**config.mk**
```make
export PLATFORM = sky130hd
export DESIGN_NAME = iir2_mch_flat
export DESIGN_NICKNAME = d
export VERILOG_FILES = /design/src/rtl/iir2_mch_if.sv /design/src/rtl/iir2_mch.sv /design/src/flat_wrapper.sv
export SDC_FILE = /design/constraint.sdc
export NUM_CORES = 1
export LEC_CHECK = 0
export CAP_MARGIN = 20
export CORE_MARGIN = 3
export CORE_UTILIZATION = 50
export DETAILED_ROUTE_END_ITERATION = 16
export HOLD_SLACK_MARGIN = 0.12
export PLACE_DENSITY = 0.78
export SETUP_SLACK_MARGIN = 0.15
export SKIP_LAST_GASP = 1
export SYNTH_ARGS = -nofsm -noshare
export SYNTH_HDL_FRONTEND = slang
export SYNTH_SLANG_ARGS = --single-unit
```
**constraint.sdc**
```tcl
create_clock -name clk -period 8.3 [get_ports clk]
set_clock_uncertainty 0.2 [all_clocks]
set_input_delay 1.245 -clock clk [delete_from_list [all_inputs] [get_ports clk]]
set_output_delay 1.245 -clock clk [all_outputs]
set_load 0.02 [all_outputs]
```
**src/rtl/iir2_mch_if.sv**
```systemverilog
// Sample stream bundle for iir2_mch: tagged input samples in, tagged filtered samples out.
interface iir2_mch_if #(
  parameter int W   = 9,
  parameter int CHW = 2
);
  logic signed [W-1:0] din;
  logic                vin;
  logic [CHW-1:0]      ch_in;
  logic signed [W-1:0] dout;
  logic [CHW-1:0]      ch_out;
  logic                vout;

  modport master (output din, vin, ch_in, input dout, ch_out, vout);
  modport slave  (input din, vin, ch_in, output dout, ch_out, vout);
endinterface

```
**src/rtl/iir2_mch.sv**
```systemverilog
// Time-multiplexed direct-form-II biquad shared by CH channels with common coefficients.
// Input register -> per-channel state read/modify/write -> feedforward sum into output register.
module iir2_mch #(
  parameter int W  = 9,
  parameter int CH = 4
) (
  input  logic                clk,
  input  logic                rst_n,
  iir2_mch_if.slave           st,
  input  logic signed [W-1:0] a1_i,
  input  logic signed [W-1:0] a2_i,
  input  logic signed [W-1:0] b0_i,
  input  logic signed [W-1:0] b1_i,
  input  logic signed [W-1:0] b2_i,
  input  logic                coef_ld_i,
  input  logic                clr_i,
  output logic                busy_o,
  output logic                ld_err_o
);
  localparam int CHW = (CH > 1) ? $clog2(CH) : 1;
  localparam int AW  = W + 2;
  localparam int PW  = 2 * W;

  // Q1.(W-1) product rescaled with floor; the result always fits in W+2 bits.
  function automatic logic signed [AW-1:0] mul_sh(input logic signed [W-1:0] c,
                                                  input logic signed [W-1:0] v);
    logic signed [PW-1:0] p;
    logic signed [PW-1:0] ps;
    p  = PW'(c) * PW'(v);
    ps = p >>> (W - 1);
    return ps[AW-1:0];
  endfunction

  function automatic logic signed [W-1:0] sat(input logic signed [AW-1:0] s);
    if (s[AW-1:W-1] == {3{s[AW-1]}}) return s[W-1:0];
    else if (s[AW-1])                return {1'b1, {(W-1){1'b0}}};
    else                             return {1'b0, {(W-1){1'b1}}};
  endfunction

  logic signed [W-1:0] a1_q, a2_q, b0_q, b1_q, b2_q;
  logic                vld_p0_q, vld_p1_q, vout_q, ld_err_q;
  logic signed [W-1:0] din_p0_q;
  logic [CHW-1:0]      ch_p0_q, ch_p1_q, ch_out_q;
  logic signed [W-1:0] w_p1_q, w1_p1_q, w2_p1_q, dout_q;
  logic signed [W-1:0] w1_q [CH];
  logic signed [W-1:0] w2_q [CH];
  logic signed [W-1:0] w1_rd, w2_rd, w_d, y_d;
  logic signed [AW-1:0] s_d, y_acc_d;
  logic                ch_ok, ld_ok;

  if (CH == (1 << CHW)) begin : g_full
    assign ch_ok = 1'b1;
  end else begin : g_part
    assign ch_ok = ({1'b0, st.ch_in} < (CHW + 1)'(CH));
  end

  assign busy_o = vld_p0_q | vld_p1_q;
  assign ld_ok  = ~busy_o & ~st.vin;

  always_ff @(posedge clk or negedge rst_n) begin
    if (!rst_n) begin
      a1_q     <= '0;
      a2_q     <= '0;
      b0_q     <= '0;
      b1_q     <= '0;
      b2_q     <= '0;
      ld_err_q <= 1'b0;
    end else begin
      ld_err_q <= coef_ld_i & ~ld_ok;
      if (coef_ld_i && ld_ok) begin
        a1_q <= a1_i;
        a2_q <= a2_i;
        b0_q <= b0_i;
        b1_q <= b1_i;
        b2_q <= b2_i;
      end
    end
  end

  // Input register: out-of-range channels never become valid.
  always_ff @(posedge clk or negedge rst_n) begin
    if (!rst_n) begin
      vld_p0_q <= 1'b0;
      vld_p1_q <= 1'b0;
    end else begin
      vld_p0_q <= st.vin & ch_ok;
      vld_p1_q <= vld_p0_q;
    end
  end

  always_ff @(posedge clk) begin
    if (st.vin) begin
      din_p0_q <= st.din;
      ch_p0_q  <= st.ch_in;
    end
  end

  // Stage 1: recursive part; state is read and written back in the same cycle.
  assign w1_rd = w1_q[ch_p0_q];
  assign w2_rd = w2_q[ch_p0_q];
  assign s_d   = AW'(din_p0_q) - mul_sh(a1_q, w1_rd) - mul_sh(a2_q, w2_rd);
  assign w_d   = sat(s_d);

  always_ff @(posedge clk or negedge rst_n) begin
    if (!rst_n) begin
      for (int i = 0; i < CH; i++) begin
        w1_q[i] <= '0;
        w2_q[i] <= '0;
      end
    end else if (clr_i) begin
      for (int i = 0; i < CH; i++) begin
        w1_q[i] <= '0;
        w2_q[i] <= '0;
      end
    end else if (vld_p0_q) begin
      w1_q[ch_p0_q] <= w_d;
      w2_q[ch_p0_q] <= w1_rd;
    end
  end

  always_ff @(posedge clk) begin
    if (vld_p0_q) begin
      w_p1_q  <= w_d;
      w1_p1_q <= w1_rd;
      w2_p1_q <= w2_rd;
      ch_p1_q <= ch_p0_q;
    end
  end

  // Stage 2: feedforward sum into the output register, which holds while idle.
  assign y_acc_d = mul_sh(b0_q, w_p1_q) + mul_sh(b1_q, w1_p1_q) + mul_sh(b2_q, w2_p1_q);
  assign y_d     = sat(y_acc_d);

  always_ff @(posedge clk or negedge rst_n) begin
    if (!rst_n) begin
      vout_q   <= 1'b0;
      dout_q   <= '0;
      ch_out_q <= '0;
    end else begin
      vout_q <= vld_p1_q;
      if (vld_p1_q) begin
        dout_q   <= y_d;
        ch_out_q <= ch_p1_q;
      end
    end
  end

  assign st.dout   = dout_q;
  assign st.ch_out = ch_out_q;
  assign st.vout   = vout_q;
  assign ld_err_o  = ld_err_q;
endmodule

```
**src/flat_wrapper.sv**
```systemverilog
// flat-port wrapper written by rule: the top's interface ports become plain ports
module iir2_mch_flat 
#(
  parameter int W  = 9,
  parameter int CH = 4
)
  (clk, rst_n, a1_i, a2_i, b0_i, b1_i, b2_i, coef_ld_i, clr_i, busy_o, ld_err_o, st_din, st_vin, st_ch_in, st_dout, st_ch_out, st_vout);
  iir2_mch_if #(.W(W), .CHW((2))) st_i ();
  input  logic clk;
  input  logic rst_n;
  input  logic signed [W-1:0] a1_i;
  input  logic signed [W-1:0] a2_i;
  input  logic signed [W-1:0] b0_i;
  input  logic signed [W-1:0] b1_i;
  input  logic signed [W-1:0] b2_i;
  input  logic coef_ld_i;
  input  logic clr_i;
  output logic busy_o;
  output logic ld_err_o;
  input wire logic [$bits(st_i.din)-1:0] st_din;
  input wire logic [$bits(st_i.vin)-1:0] st_vin;
  input wire logic [$bits(st_i.ch_in)-1:0] st_ch_in;
  output wire logic [$bits(st_i.dout)-1:0] st_dout;
  output wire logic [$bits(st_i.ch_out)-1:0] st_ch_out;
  output wire logic [$bits(st_i.vout)-1:0] st_vout;
  assign st_i.din = st_din;
  assign st_i.vin = st_vin;
  assign st_i.ch_in = st_ch_in;
  assign st_dout = st_i.dout;
  assign st_ch_out = st_i.ch_out;
  assign st_vout = st_i.vout;
  iir2_mch #(.W(W), .CH(CH)) u_core (.clk(clk), .rst_n(rst_n), .st(st_i), .a1_i(a1_i), .a2_i(a2_i), .b0_i(b0_i), .b1_i(b1_i), .b2_i(b2_i), .coef_ld_i(coef_ld_i), .clr_i(clr_i), .busy_o(busy_o), .ld_err_o(ld_err_o));
endmodule
```
=== Word-level counts from Yosys, hierarchy flattened ===
Index checks and enable logic that the tools add are counted.

* Register bits after elaboration: 172
* Input port bits: 61
* Output and inout bits: 14
* Word-level logic and storage cells: 66

* $add $sub $neg: 4
* Multipliers: 5
* $lt $le $gt $ge: 2
* Eq/ne operators: 2
* Muxes and demuxes: 18
* Bitwise logic cells: 7
* Reduce and logical (&&, ||, !) cells: 3

{| class="wikitable"
|+ Operator list
! cell !! count
|-
| 2-to-1 mux 36 bit || 4
|-
| multiplier 9 x 9 -> 18 bit || 5
|-
| 2-to-1 mux 9 bit || 9
|-
| bitwise mux 36 bit || 2
|-
| binary-select mux 9 bit (select 2 bit) || 2
|-
| demux 9 bit (select 2 bit) || 1
|-
| adder 10 x 10 -> 11 bit || 1
|-
| adder 11 x 10 -> 11 bit || 1
|-
| subtractor 11 x 10 -> 11 bit || 1
|-
| subtractor 9 x 10 -> 11 bit || 1
|-
| equality test 2 bit || 2
|-
| >= comparator 3 bit, second input constant || 1
|-
| < comparator 3 x 1 -> 1 bit, second input constant || 1
|-
| NOT 1 bit || 3
|-
| NOT 2 -> 3 bit || 1
|-
| bitwise AND 1 bit || 2
|-
| logical AND 1 bit || 2
|-
| nonzero test 2 bit || 1
|-
| bitwise OR 1 bit || 1
|}

=== Logic depth before layout (Yosys ltp) ===
* Word-level depth: 12
* Depth in mapped cells: 36
* Depth with buffers taken out: 32

=== Least setup slack after synthesis ===
OpenSTA, ideal clock, no wires.

* Path kind: register -> register
* Start point: reg u_core.ch_p0_q[0]
* End point: reg u_core.w_p1_q[5] (data pin)
* Setup time: 0.267 ns
* Arrival time: 8.193 ns
* Data required time: 7.833 ns
* Path slack: -0.360 ns
* Stages on the path, launching flop included: 34
* Path buffers: 3
* Clock period less this slack: 8.660 ns
* Cell sequence: edfxtp_1 buf_6 buf_2 buf_1 mux2i_1 nand2_1 o21ai_1 inv_1 nand2b_1 fa_1 fa_1 inv_1 fa_1 fa_1 fa_1 ha_1 and3_1 a21oi_1 o21ai_2 nor4_2 nor3_1 a2111oi_4 a21oi_2 a21oi_2 xnor2_1 fa_1 inv_1 ha_1 and2_1 o21ai_0 o311ai_0 o22ai_2 a21boi_0 nor2_1

* Cells in the longest elaborated chain, start to end: 9
* Elaborated cells on any way between the ends: 14
* Classes of those cells: add/sub (2); mul (2); eq/ne (1); mux (8); bitwise (1)

{| class="wikitable"
|+ RTL lines
! item !! line !! text
|-
| start, declared || iir2_mch.sv:43 || <nowiki>logic [CHW-1:0] ch_p0_q, ch_p1_q, ch_out_q;</nowiki>
|-
| start signal, assigned || iir2_mch.sv:94 || <nowiki>ch_p0_q <= st.ch_in;</nowiki>
|-
| NOT 2 -> 3 bit (not written as such) * || iir2_mch.sv:99 || <nowiki>assign w1_rd = w1_q[ch_p0_q];</nowiki>
|-
| binary-select mux 9 bit (select 2 bit) * || iir2_mch.sv:99 ||
|-
| 2-to-1 mux 9 bit (not written as such) * (2 in series) || iir2_mch.sv:99 ||
|-
| named net u_core.w1_rd[8] || iir2_mch.sv:47 || <nowiki>logic signed [W-1:0] w1_rd, w2_rd, w_d, y_d;</nowiki>
|-
| multiplier 9 x 9 -> 18 bit * || iir2_mch.sv:29 || <nowiki>p = PW'(c) * PW'(v);</nowiki>
|-
| subtractor 9 x 10 -> 11 bit * || iir2_mch.sv:101 || <nowiki>assign s_d = AW'(din_p0_q) - mul_sh(a1_q, w1_rd) - mul_sh(a2_q, w2_rd);</nowiki>
|-
| subtractor 11 x 10 -> 11 bit * || iir2_mch.sv:101 ||
|-
| equality test 2 bit or 2-to-1 mux 9 bit (tied branches) || iir2_mch.sv:35, iir2_mch.sv:36 ||
|-
| 2-to-1 mux 9 bit * || iir2_mch.sv:35 || <nowiki>if (s[AW-1:W-1] == {3{s[AW-1]}}) return s[W-1:0];</nowiki>
|-
| named net u_core.w_d[5] || iir2_mch.sv:47 ||
|-
| end signal, assigned || iir2_mch.sv:123 || <nowiki>w_p1_q <= w_d;</nowiki>
|-
| end, declared || iir2_mch.sv:44 || <nowiki>logic signed [W-1:0] w_p1_q, w1_p1_q, w2_p1_q, dout_q;</nowiki>
|}

Mark *: on every way through the listed nets, which the timed path passes. The rest lies on a longest branch. The select of a mux whose other input is x is not followed.
A chain may end at the register's enable or synchronous reset.

=== Worst setup path in the final report ===
* Start point: reg u_core.ch_p0_q[0]
* End point: reg u_core.w1_q[5] (netlist name)

* Cells in the longest elaborated chain, start to end: 12
* Elaborated cells on any way between the ends: 22
* Classes of those cells: add/sub (2); mul (2); order compare (2); eq/ne (1); mux (13); bitwise (1); reduce/logical (1)

{| class="wikitable"
|+ RTL lines
! item !! line !! text
|-
| NOT 2 -> 3 bit (not written as such) * || iir2_mch.sv:99, iir2_mch.sv:100, iir2_mch.sv:116 ||
|-
| binary-select mux 9 bit (select 2 bit) || iir2_mch.sv:99 ||
|-
| 2-to-1 mux 9 bit (not written as such) (2 in series) || iir2_mch.sv:99 ||
|-
| multiplier 9 x 9 -> 18 bit || iir2_mch.sv:29 ||
|-
| subtractor 9 x 10 -> 11 bit || iir2_mch.sv:101 ||
|-
| subtractor 11 x 10 -> 11 bit || iir2_mch.sv:101 ||
|-
| equality test 2 bit or 2-to-1 mux 9 bit (tied branches) || iir2_mch.sv:35, iir2_mch.sv:36 ||
|-
| 2-to-1 mux 9 bit || iir2_mch.sv:35 ||
|-
| bitwise mux 36 bit * || iir2_mch.sv:116 || <nowiki>w1_q[ch_p0_q] <= w_d;</nowiki>
|-
| 2-to-1 mux 36 bit * || iir2_mch.sv:115 || <nowiki>end else if (vld_p0_q) begin</nowiki>
|-
| 2-to-1 mux 36 bit * || iir2_mch.sv:110 || <nowiki>end else if (clr_i) begin</nowiki>
|-
| end signal, assigned by index || iir2_mch.sv:116 ||
|-
| end, declared || iir2_mch.sv:45 || <nowiki>logic signed [W-1:0] w1_q [CH];</nowiki>
|}

Every way passes the cells marked *; elsewhere a longest branch is shown, timed or not. The select of a mux whose other input is x is not followed.

==> results.toml <==
[worst_setup_path]
crit_family = "adder cells"
cp_num_buf_inv = 6
crit_required_ns = 8.52
end_kind = "flop"
worst_path_max_delay_cell = "mux4_2"
critPathArrivalTime_ns = 8.57
regToRegStartpoint = "u_core.ch_p0_q[0]$_DFFE_PP_"
worstPathMaxFanout = 8
crit_type = "reg -> reg"
cp_slowest_stage_delay_ns = 0.61
start_kind = "flop"
cp_common_cell = "fa_1"
startpoint = "u_core.ch_p0_q[0]$_DFFE_PP_"

[floorplanning]
die_h_um = 217
ios = 75
die_area_um2 = 46900
placementRows = 76
die_w_um = 217
initial_core_util_pct = 51.0
core_area_um2 = 43500

[cells_and_area]
antennaDiodeCount = 0
fin_nets = 2859
mostFrequentLayoutCells = "429 x inv_1, 366 x fa_1, 211 x nand2_1"
layout_commonest_cell = "inv_1"
finalNonFillerCells = 2844
layout-drive-gt1-share_pct = 11.0
area_delta_synth_final_pct = 12.0
fill_cells = 3516

[sta]
whs_ns = 0.289
setup_ws_ns = -0.0567
max_slew.worst_pin.slew_ns = 1.13
period_share_pct = 101
setup_violations = 1
post-route-min-period_ns = 8.36
grt_setup_unrepaired = "yes"
slew_headroom_pct = 24.5
finalMaxSlewViolations = 0
fmax_mhz = 120
timing.final.hold_violations = 0

[detailed_routing]
route.detailed.drc = 0
wl_per_cell_um = 17.6
vias = 15400
ant_nets = 0
firstDrtPassIters = 5
drt-total-wl_mm = 49.9
drt-vias-per-instance = 5.41
drtIter0Drc = 986

[yosys]
synth_top_flop_cell = "dfrtp_1"
syn_nets = 2785
netlist_top_cells_area = "fa_1 33%, dfrtp_1 15%, ha_1 10%"
ys_types = 64
synth_top_area_cell = "fa_1"
synth_area_per_cell_um2 = 10.2
postSynth.asyncResetShare_pct = 76.7
synth_edf_count = 40
synth_seq_cells = 172
synthCells = 2172
syn_area_um2 = 22200
synth_seq_area_share_pct = 20.3
synth_warnings = 0
netlist.area_leader.share_pct = 33.0

[global_routing]
globalRouteTotalUtil_pct = 22.5
grt_pass1_wl_mm = 84.3
grt_max_degree = 89
antenna_found_initial = 0
overflow = 0
grt_pass1_vias = 16800
use_met2_pct = 39.6
busiest_layer = "met2"
grt_util_met1_pct = 28.1
use_met3_pct = 4.26

[place]
gp_congestion = 0.926
io_buffer_count = 74
dp.cells = 2784
hpwlAfterDp_mm = 39.7

[job]
max_cap_viol_count = 0

[cts]
cts_max_level = 4
clock_path_buffers = 2
cts_made_buffers = 17
clkSlewWorstSetupHoldPaths_ns = 0.08
cts-root-buf = "clkbuf_16"
cts_tree = "done"
clock_latency_ns = 0.50
cts_sinks = 172

[min_path]
hp-start = "u_core.ch_p1_q[0]$_DFFE_PP_"
holdCritPathClass = "reg -> reg"

[outcome]
outcome = "finished, violations left"
violations = "setup timing"
[metal layers]
layer,wire length (um),vias to the layer above,part of all wire (%)
met3,2900,109,5.8
met1,19900,7843,40
met4,1570,0,3.1
li1,-,6895,-
met5,0,-,0
met2,25600,531,51
[repair_timing]
action,CTS,global route
resized for setup,13,71
setup buffers,11,16
gates cloned,1,0
endpoints found under the setup margin,45,53
pin swaps,3,19
hold buffers,0,0
[metrics by stage]
stage,TNS (ns),setup slack [ns],area [um^2],utilization (%)
3_3_place_gp,0,0.104,23700,54.5
2_1_floorplan,0,0.164,22200,-
6_report,-0.0567,-0.0567,24900,57.2
4_1_cts,0,0.149,24500,56.3
3_5_place_dp,-3.17,-0.168,23700,54.5
5_1_grt,-9.30,-0.357,24900,57.2
[Yosys cell counts, types with 3 or more instances]
cell type and n:
clkbuf_1 70, a22o_1 64, a21boi_0 3, nor3_1 21, and3_1 6, a21o_1 12, a21oi_1 35, o21a_1 22
xnor2_1 67, mux4_2 16, a21boi_1 3, or3_1 5, nor4bb_1 3, o21ai_1 5, ha_1 186, nand4_1 5
dfrtp_1 132, nand3_1 9, mux2_2 51, nor2b_1 23, and2_1 166, nand2b_1 30, mux2i_1 3, o21bai_1 3
nor2_1 67, inv_1 433, xor2_1 20, or2_2 7, fa_1 366, buf_6 3, o21ai_0 27, buf_1 18
edfxtp_1 40, nand2_1 215
[final timing paths]
kind | end | slack [ns] | cells past startpoint
max | u_core.w1_q[5]$_DFFE_PN0P_ | -0.06 | 31
min | u_core.st.ch_out[0]$_DFFE_PN0P_ | 0.29 | 1
max reg2reg | u_core.w1_q[5]$_DFFE_PN0P_ | -0.06 | 31
min reg2reg | u_core.st.ch_out[0]$_DFFE_PN0P_ | 0.29 | 1
max in group asynchronous | u_core.a2_q[3]$_DFFE_PN0P_ | 6.17 | 2
min in group asynchronous | u_core.st.dout[6]$_DFFE_PN0P_ | 0.57 | 1
[logic make-up (layout without fill, tap and decap cells)]
group	Yosys count	in the layout	synth area share (%)
simple gates	567	567	12.8
buf+inv	526	613	9.03
mux	70	70	4.35
flops	172	172	20.3
compound gates	198	198	6.57
fa+ha+maj	552	552	43.5
xor+xnor	87	87	3.44
[layout make-up]
type,instances,area [um^2],share of cell area [%]
Sequential cell,172,4500,18.1
Inverter,433,1630,6.54
Multi-Input combinational cell,1474,16000,64.4
Timing Repair Buffer,148,1350,5.43
Tap cell,585,732,2.95
Clock inverter,15,203,0.816
Clock buffer,17,425,1.71
[sequential cells by signal (all words and copies together) (netlist names)]
signal and count:
u_core.b1_q 9, u_core.ch_p1_q 2, u_core.b0_q 9, u_core.ld_err_o 1, u_core.w_p1_q 9, u_core.a2_q 9
u_core.w2_p1_q 9, u_core.st.ch_out 2, u_core.vld_p0_q 1, u_core.w2_q 36, u_core.w1_q 36, u_core.st.dout 9
u_core.w1_p1_q 9, u_core.b2_q 9, u_core.din_p0_q 9, u_core.a1_q 9, u_core.vld_p1_q 1, u_core.st.vout 1
u_core.ch_p0_q 2
Power is not shown: default switching activity piles up to over one toggle a cycle in this logic, so the estimate is an artifact.
